[config.mk]
export PLATFORM = sky130hd
export DESIGN_NAME = hazard_ctrl_flat
export DESIGN_NICKNAME = d
export VERILOG_FILES = /design/src/rtl/hazard_pkg.sv /design/src/rtl/hazard_if.sv /design/src/rtl/hazard_md_busy.sv /design/src/rtl/hazard_ctrl.sv /design/src/flat_wrapper.sv
export SDC_FILE = /design/constraint.sdc
export NUM_CORES = 1
export LEC_CHECK = 0
export CORE_MARGIN = 5
export CORE_UTILIZATION = 55
export CTS_BUF_LIST = sky130_fd_sc_hd__clkbuf_8
export DETAILED_ROUTE_END_ITERATION = 7
export PLACE_DENSITY = 0.8
export SLEW_MARGIN = 40
export SYNTH_ARGS = -nofsm -noshare
export SYNTH_HDL_FRONTEND = slang
export SYNTH_SLANG_ARGS = --single-unit
export TNS_END_PERCENT = 50
[constraint.sdc]
create_clock -name clk -period 2.55 [get_ports clk]
set_input_delay 0.3825 -clock clk [delete_from_list [all_inputs] [get_ports clk]]
set_output_delay 0.3825 -clock clk [all_outputs]
set_load 0.02 [all_outputs]
[src/rtl/hazard_pkg.sv]
// ============================================================================
// Module   : hazard_pkg
// Brief    : Shared types, select codes and helpers for the hazard scheduler.
// Revision : 1.0
// ============================================================================
`default_nettype none

package hazard_pkg;

    localparam logic [1:0] FWD_REG   = 2'd0;
    localparam logic [1:0] FWD_E     = 2'd1;
    localparam logic [1:0] FWD_M     = 2'd2;
    localparam logic [1:0] FWD_W     = 2'd3;

    localparam logic [1:0] TUSE_NONE = 2'd3;
    localparam logic [1:0] TNEW_NONE = 2'd3;

    localparam int MULT_CYCLES_DEF = 5;
    localparam int DIV_CYCLES_DEF  = 10;
    localparam int BUSY_W          = 4;

    typedef struct packed {
        logic [4:0] a3;
        logic [1:0] tnew;
        logic [4:0] rs;
        logic [4:0] rt;
        logic       md_start;
        logic       md_div;
    } stage_t;

    localparam stage_t STAGE_EMPTY = '0;

    function automatic stage_t age(input stage_t s);
        age = s;
        if (s.tnew != 2'd0) begin
            age.tnew = s.tnew - 2'd1;
        end
    endfunction

    function automatic logic src_hazard(input logic [4:0] r, input logic [1:0] tuse,
                                        input logic [4:0] e_a3, input logic [1:0] e_tnew,
                                        input logic [4:0] m_a3, input logic [1:0] m_tnew);
        return (r != 5'd0) &&
               (((e_a3 == r) && (e_tnew > tuse)) || ((m_a3 == r) && (m_tnew > tuse)));
    endfunction

    // Newest producer wins; a newer match whose result is not ready blocks older stages.
    function automatic logic [1:0] fwd_sel(input logic [4:0] r,
                                           input logic [4:0] e_a3, input logic [1:0] e_tnew,
                                           input logic [4:0] m_a3, input logic [1:0] m_tnew,
                                           input logic [4:0] w_a3, input logic [1:0] w_tnew);
        fwd_sel = FWD_REG;
        if (r != 5'd0) begin
            if (e_a3 == r) begin
                fwd_sel = (e_tnew == 2'd0) ? FWD_E : FWD_REG;
            end else if (m_a3 == r) begin
                fwd_sel = (m_tnew == 2'd0) ? FWD_M : FWD_REG;
            end else if (w_a3 == r) begin
                fwd_sel = (w_tnew == 2'd0) ? FWD_W : FWD_REG;
            end
        end
    endfunction

endpackage

`default_nettype wire

[src/rtl/hazard_if.sv]
// ============================================================================
// Module   : hazard_if
// Brief    : Decoder-side inputs and stall/forward outputs of the hazard unit.
// Revision : 1.0
// ============================================================================
`default_nettype none

interface hazard_if;

    logic       ext_stall;
    logic [4:0] d_rs;
    logic [4:0] d_rt;
    logic [1:0] d_tuse_rs;
    logic [1:0] d_tuse_rt;
    logic [4:0] d_a3;
    logic [1:0] d_tnew;
    logic       d_md_start;
    logic       d_md_div;
    logic       d_md_use;

    logic       stall;
    logic [1:0] fwd_rs_d;
    logic [1:0] fwd_rt_d;
    logic [1:0] fwd_rs_e;
    logic [1:0] fwd_rt_e;
    logic [1:0] fwd_rt_m;
    logic       md_busy;

    modport master (
        output ext_stall, d_rs, d_rt, d_tuse_rs, d_tuse_rt, d_a3, d_tnew,
               d_md_start, d_md_div, d_md_use,
        input  stall, fwd_rs_d, fwd_rt_d, fwd_rs_e, fwd_rt_e, fwd_rt_m, md_busy
    );

    modport slave (
        input  ext_stall, d_rs, d_rt, d_tuse_rs, d_tuse_rt, d_a3, d_tnew,
               d_md_start, d_md_div, d_md_use,
        output stall, fwd_rs_d, fwd_rt_d, fwd_rs_e, fwd_rt_e, fwd_rt_m, md_busy
    );

endinterface

`default_nettype wire

[src/rtl/hazard_md_busy.sv]
// ============================================================================
// Module   : hazard_md_busy
// Brief    : Load/decrement busy counter for the multi-cycle mult/div unit.
// Revision : 1.0
// ============================================================================
`default_nettype none

module hazard_md_busy
    import hazard_pkg::*;
(
    input  wire logic              clk,
    input  wire logic              rst_n,
    input  wire logic              i_load,
    input  wire logic [BUSY_W-1:0] i_load_val,
    output logic                   o_busy
);

    logic [BUSY_W-1:0] r_cnt;

    // Decrement continues regardless of pipeline freeze.
    always_ff @(posedge clk or negedge rst_n) begin
        if (!rst_n) begin
            r_cnt <= '0;
        end else if (i_load) begin
            r_cnt <= i_load_val;
        end else if (r_cnt != '0) begin
            r_cnt <= r_cnt - 1'b1;
        end
    end

    assign o_busy = (r_cnt != '0);

endmodule

`default_nettype wire

[src/rtl/hazard_ctrl.sv]
// ============================================================================
// Module   : hazard_ctrl
// Brief    : Stall/bubble and forwarding scheduler for the 5-stage MIPS core.
// Revision : 1.0
// ============================================================================
`default_nettype none

module hazard_ctrl
    import hazard_pkg::*;
#(
    parameter int MULT_CYCLES = MULT_CYCLES_DEF,
    parameter int DIV_CYCLES  = DIV_CYCLES_DEF
)(
    input  wire logic clk,
    input  wire logic reset,
    hazard_if.slave   hif
);

    stage_t            r_e;
    stage_t            r_m;
    stage_t            r_w;
    stage_t            w_d_entry;
    logic              w_adv;
    logic              w_stall_rs;
    logic              w_stall_rt;
    logic              w_stall_md;
    logic              w_stall;
    logic              w_md_busy;
    logic              w_md_load;
    logic [BUSY_W-1:0] w_md_load_val;
    logic              w_unused;

    always_comb begin
        w_d_entry          = STAGE_EMPTY;
        w_d_entry.a3       = (hif.d_tnew == TNEW_NONE) ? 5'd0 : hif.d_a3;
        w_d_entry.tnew     = hif.d_tnew;
        w_d_entry.rs       = hif.d_rs;
        w_d_entry.rt       = hif.d_rt;
        w_d_entry.md_start = hif.d_md_start;
        w_d_entry.md_div   = hif.d_md_div;
    end

    assign w_stall_rs = src_hazard(hif.d_rs, hif.d_tuse_rs, r_e.a3, r_e.tnew, r_m.a3, r_m.tnew);
    assign w_stall_rt = src_hazard(hif.d_rt, hif.d_tuse_rt, r_e.a3, r_e.tnew, r_m.a3, r_m.tnew);
    // A second mult/div issued behind a busy unit waits like an HI/LO accessor.
    assign w_stall_md = (hif.d_md_use || hif.d_md_start) && (w_md_busy || r_e.md_start);
    assign w_stall    = w_stall_rs || w_stall_rt || w_stall_md;
    assign w_adv      = !hif.ext_stall;

    always_ff @(posedge clk or negedge reset) begin
        if (!reset) begin
            r_e <= STAGE_EMPTY;
            r_m <= STAGE_EMPTY;
            r_w <= STAGE_EMPTY;
        end else if (w_adv) begin
            r_e <= w_stall ? STAGE_EMPTY : w_d_entry;
            r_m <= age(r_e);
            r_w <= age(r_m);
        end
    end

    assign w_md_load     = w_adv && !w_stall && hif.d_md_start;
    assign w_md_load_val = hif.d_md_div ? BUSY_W'(DIV_CYCLES) : BUSY_W'(MULT_CYCLES);

    hazard_md_busy u_md_busy (
        .clk        (clk),
        .rst_n      (reset),
        .i_load     (w_md_load),
        .i_load_val (w_md_load_val),
        .o_busy     (w_md_busy)
    );

    assign hif.stall    = w_stall;
    assign hif.md_busy  = w_md_busy;
    assign hif.fwd_rs_d = fwd_sel(hif.d_rs, r_e.a3, r_e.tnew, r_m.a3, r_m.tnew, r_w.a3, r_w.tnew);
    assign hif.fwd_rt_d = fwd_sel(hif.d_rt, r_e.a3, r_e.tnew, r_m.a3, r_m.tnew, r_w.a3, r_w.tnew);
    assign hif.fwd_rs_e = fwd_sel(r_e.rs, 5'd0, 2'd0, r_m.a3, r_m.tnew, r_w.a3, r_w.tnew);
    assign hif.fwd_rt_e = fwd_sel(r_e.rt, 5'd0, 2'd0, r_m.a3, r_m.tnew, r_w.a3, r_w.tnew);
    assign hif.fwd_rt_m = fwd_sel(r_m.rt, 5'd0, 2'd0, 5'd0, 2'd0, r_w.a3, r_w.tnew);

    // Fields carried for uniformity but not consulted in later stages.
    assign w_unused = ^{r_e.md_div, r_m.rs, r_m.md_start, r_m.md_div,
                        r_w.rs, r_w.rt, r_w.md_start, r_w.md_div};

endmodule

`default_nettype wire

[src/flat_wrapper.sv]
// flat-port wrapper written by rule: the top's interface ports become plain ports
module hazard_ctrl_flat import hazard_pkg::*;
#(
    parameter int MULT_CYCLES = MULT_CYCLES_DEF,
    parameter int DIV_CYCLES  = DIV_CYCLES_DEF
)
  (clk, reset, hif_ext_stall, hif_d_rs, hif_d_rt, hif_d_tuse_rs, hif_d_tuse_rt, hif_d_a3, hif_d_tnew, hif_d_md_start, hif_d_md_div, hif_d_md_use, hif_stall, hif_fwd_rs_d, hif_fwd_rt_d, hif_fwd_rs_e, hif_fwd_rt_e, hif_fwd_rt_m, hif_md_busy);
  hazard_if hif_i ();
  input  wire logic clk;
  input  wire logic reset;
  input wire logic [$bits(hif_i.ext_stall)-1:0] hif_ext_stall;
  input wire logic [$bits(hif_i.d_rs)-1:0] hif_d_rs;
  input wire logic [$bits(hif_i.d_rt)-1:0] hif_d_rt;
  input wire logic [$bits(hif_i.d_tuse_rs)-1:0] hif_d_tuse_rs;
  input wire logic [$bits(hif_i.d_tuse_rt)-1:0] hif_d_tuse_rt;
  input wire logic [$bits(hif_i.d_a3)-1:0] hif_d_a3;
  input wire logic [$bits(hif_i.d_tnew)-1:0] hif_d_tnew;
  input wire logic [$bits(hif_i.d_md_start)-1:0] hif_d_md_start;
  input wire logic [$bits(hif_i.d_md_div)-1:0] hif_d_md_div;
  input wire logic [$bits(hif_i.d_md_use)-1:0] hif_d_md_use;
  output wire logic [$bits(hif_i.stall)-1:0] hif_stall;
  output wire logic [$bits(hif_i.fwd_rs_d)-1:0] hif_fwd_rs_d;
  output wire logic [$bits(hif_i.fwd_rt_d)-1:0] hif_fwd_rt_d;
  output wire logic [$bits(hif_i.fwd_rs_e)-1:0] hif_fwd_rs_e;
  output wire logic [$bits(hif_i.fwd_rt_e)-1:0] hif_fwd_rt_e;
  output wire logic [$bits(hif_i.fwd_rt_m)-1:0] hif_fwd_rt_m;
  output wire logic [$bits(hif_i.md_busy)-1:0] hif_md_busy;
  assign hif_i.ext_stall = hif_ext_stall;
  assign hif_i.d_rs = hif_d_rs;
  assign hif_i.d_rt = hif_d_rt;
  assign hif_i.d_tuse_rs = hif_d_tuse_rs;
  assign hif_i.d_tuse_rt = hif_d_tuse_rt;
  assign hif_i.d_a3 = hif_d_a3;
  assign hif_i.d_tnew = hif_d_tnew;
  assign hif_i.d_md_start = hif_d_md_start;
  assign hif_i.d_md_div = hif_d_md_div;
  assign hif_i.d_md_use = hif_d_md_use;
  assign hif_stall = hif_i.stall;
  assign hif_fwd_rs_d = hif_i.fwd_rs_d;
  assign hif_fwd_rt_d = hif_i.fwd_rt_d;
  assign hif_fwd_rs_e = hif_i.fwd_rs_e;
  assign hif_fwd_rt_e = hif_i.fwd_rt_e;
  assign hif_fwd_rt_m = hif_i.fwd_rt_m;
  assign hif_md_busy = hif_i.md_busy;
  hazard_ctrl #(.MULT_CYCLES(MULT_CYCLES), .DIV_CYCLES(DIV_CYCLES)) u_core (.clk(clk), .reset(reset), .hif(hif_i));
endmodule
==> metrics.txt <==
outcome=finished clean; final std cells w/o fill=424; largest net degree at the start of global routing=42; Critical Path Source Type=input port; worst vdd ir=0.0003454 V; setup tns final=0 ns; Die Width=80.68 µm; Fill cells=336; # hold bufs at CTS=0; slew at the pin with the worst max-slew slack=0.5689 ns; Leak Pwr=1.746 nW; Critical Path RT=2.17 ns; fraction of registers with async set or reset after synthesis=100.0%; HPWL Detailed=4853 µm; Cells after DPL=414; I/O pins=39; WL final=6826 µm; Design Power=2.479 mW; CORE AREA=4786 µm²; ANT nets after route=0; first-pass GRT wire length=11,720 µm; Compound-Gate Fraction of Synth Area=9.517%; setup violators final=0; clk_skew=0.004481 ns; DR pass1 iterations=4; Slew Limit Fails=0; CP Max Fanout=3; Synth Area in XOR/XNOR=17.85%; yosys warns=0; Clock Pin Slew Worst Setup and Hold Paths=0.08 ns; Clock Latency Late Sink=0.30 ns; Post-DP Area=3385 µm²; WP data arrival=2.17 ns; min cycle time layout=2.548 ns; Post-Synth Adder-Cell Area=4.554%; synth unique cells=38; height of the die=80.68 µm; Antenna Cells=0; NumNets Final=393; Final Wtd Congestion=0.8798; maxcap violations=0; CTS H-tree depth=2; final hold vios=0; max frequency=392.5 MHz; Tot GR Track Use=23.34%; initial drt markers=120; Worst Setup Path Type=input port to output pin; final worst slack=0.002292 ns; Post-synth EDFFs=0; Hold Crit Class=input port to asynchronous set/reset pin; # clock sinks=41; final instance area=3558 µm²; Residual DRC=0; PortBufs=38; Simple-Gate Fraction of Synth Area=18.12%; Placement Setup Slack=-0.3837 ns; syn nets=333; Slew headroom=62.07%; Initial Util=57.41%; mux share of post-synthesis cell area=8.060%; Netlist Area Pre-Place=2748 µm²; Overflow after GRT=0; sequential-to-total area share from yosys stat=37.34%; Vias=2,372; PwrDens=696.7 nW/µm²; antenna violations before repair=0; number of global-route vias before repair=2,425; CTS Buffer Depth=2; WL/cell=16.10 µm; synthesis-to-finish area growth=29.51%; Site Rows=25; Worst setup EP type=output pin; Syn Inst Count=296; Seq cells post-synth=41; share of cells above drive strength 1=23.25%; total clock buffers created by CTS=5; Top FF cell, synth=dfrtp_1; CTS tree=built; fin crit share=99.91%; vias per std cell=5.594; Syn Area/Cell=9.283 µm²; clock root cell=clkbuf_8; combinational family with the most area after synthesis=simple AND/OR/NAND/NOR gates; die area=6509 µm²
-- worst max-delay path, cell delays in order --
cell	delay [ns]
clkdlybuf4s50_1	0.55
xnor2_1	0.15
nand2_1	0.11
nor2_1	0.26
buf_4	0.16
a21oi_1	0.06
nor3_1	0.29
buf_4	0.20
-- final timing paths --
check / cells past startpoint / from / slack [ns] / endpoint
min in group clk: 2 / u_core.r_e[1] / 0.48 / u_core.r_e[1]
max reg2reg: 9 / u_core.u_md_busy.r_cnt[0] / 0.23 / u_core.u_md_busy.r_cnt[3]
max in group asynchronous: 1 / reset / 2.09 / u_core.r_w[18]
min: 1 / reset / 0.05 / u_core.r_e[13]
min reg2reg: 2 / u_core.r_e[1] / 0.48 / u_core.r_e[1]
max: 8 / hif_d_rt[1] / 0.002 / hif_fwd_rt_d[1]
-- layout make-up --
cell class | instances | area, µm² | share of cell area [%]
clock inverter | 1 | 5.005 | 0.1406
tap | 67 | 83.83 | 2.356
timing repair buffer | 74 | 646.9 | 18.18
sequential | 41 | 1027 | 28.87
inverter | 10 | 37.54 | 1.055
clock buffer | 7 | 96.34 | 2.707
multi-input combinational | 224 | 1662 | 46.69
-- cells in the mapped netlist, types with 3 or more instances --
cell type,instances,area (µm²)
mux2i_1,3,30.03
or4_1,3,22.52
clkbuf_1,16,60.06
o21ai_0,23,115.1
xor2_1,25,219.0
ha_1,10,125.1
nor3_1,11,55.05
dfrtp_1,41,1026
xnor2_1,31,271.5
nand3_1,19,95.09
nor4_1,7,43.79
a21oi_1,7,35.03
mux2_2,15,168.9
nand2_1,31,116.4
nand4_1,7,43.79
nor2_1,10,37.54
inv_1,10,37.54
-- metal layers --
metal	share of wire (%)	global-route usage [%]	up-vias
met4	2.4	8.615	0
met5	0	0	-
met2	50	39.90	82
met3	5.6	4.036	16
met1	42	29.34	1141
li1	-	-	1133
-- cell families (layout without fill, tap and decap cells) --
kind of cell / Yosys count / in the layout
AND/OR/NAND/NOR: 97 / 97
buffers and inverters: 31 / 92
multiplexers: 20 / 20
adder cells (fa/ha/maj): 10 / 10
XOR/XNOR: 56 / 56
flip-flops: 41 / 41
AO/OA/AOI/OAI: 41 / 41
-- state kept, by name, summed over array words and instances, names as in the netlist --
register / cells
u_core.r_e: 18
u_core.r_m: 12
u_core.r_w: 7
u_core.u_md_busy.r_cnt: 4
-- timing repair --
item | CTS | global route
hold endpoints to repair | 0 | 0
setup buffers | 1 | 1
cloned | 0 | 0
endpoints found under the setup margin | 8 | 13
pin swaps | 4 | 6
gates resized for setup | 24 | 28
-- where the power goes --
group	switching, mW	leakage, nW	total, mW	internal, mW
clock network	0.228	0.0542	0.472	0.245
registers	0.159	0.545	0.930	0.771
logic	0.538	1.15	1.08	0.539
total	0.925	1.75	2.48	1.55
-- stage by stage --
step	util, %	hold slack, ns
6_report	74.35	0.05177
5_1_grt	74.35	0.09950
4_1_cts	73.23	0.07840
3_5_place_dp	70.72	0.4010
3_3_place_gp	70.67	0.4555
2_1_floorplan	-	0.08691
-- cell usage in the layout, fill, tap and decap left out, types with 3 or more instances in the layout --
master	synthesis	layout
buf_4	2	38
clkbuf_8	0	7
clkdlybuf4s50_1	0	19
dfrtp_1	41	40
ha_1	10	10
nor4_1	7	5
nand3_1	19	19
nand2_1	31	30
dlymetal6s2s_1	0	5
mux2i_1	3	3
o21ai_0	23	22
a21oi_1	7	6
xnor2_1	31	30
dlygate4sd2_1	0	6
nor3_1	11	9
nor2_1	10	9
mux2_2	15	15
nand4_1	7	7
xor2_1	25	24
inv_1	10	10
(Power assumes the default switching activity.)
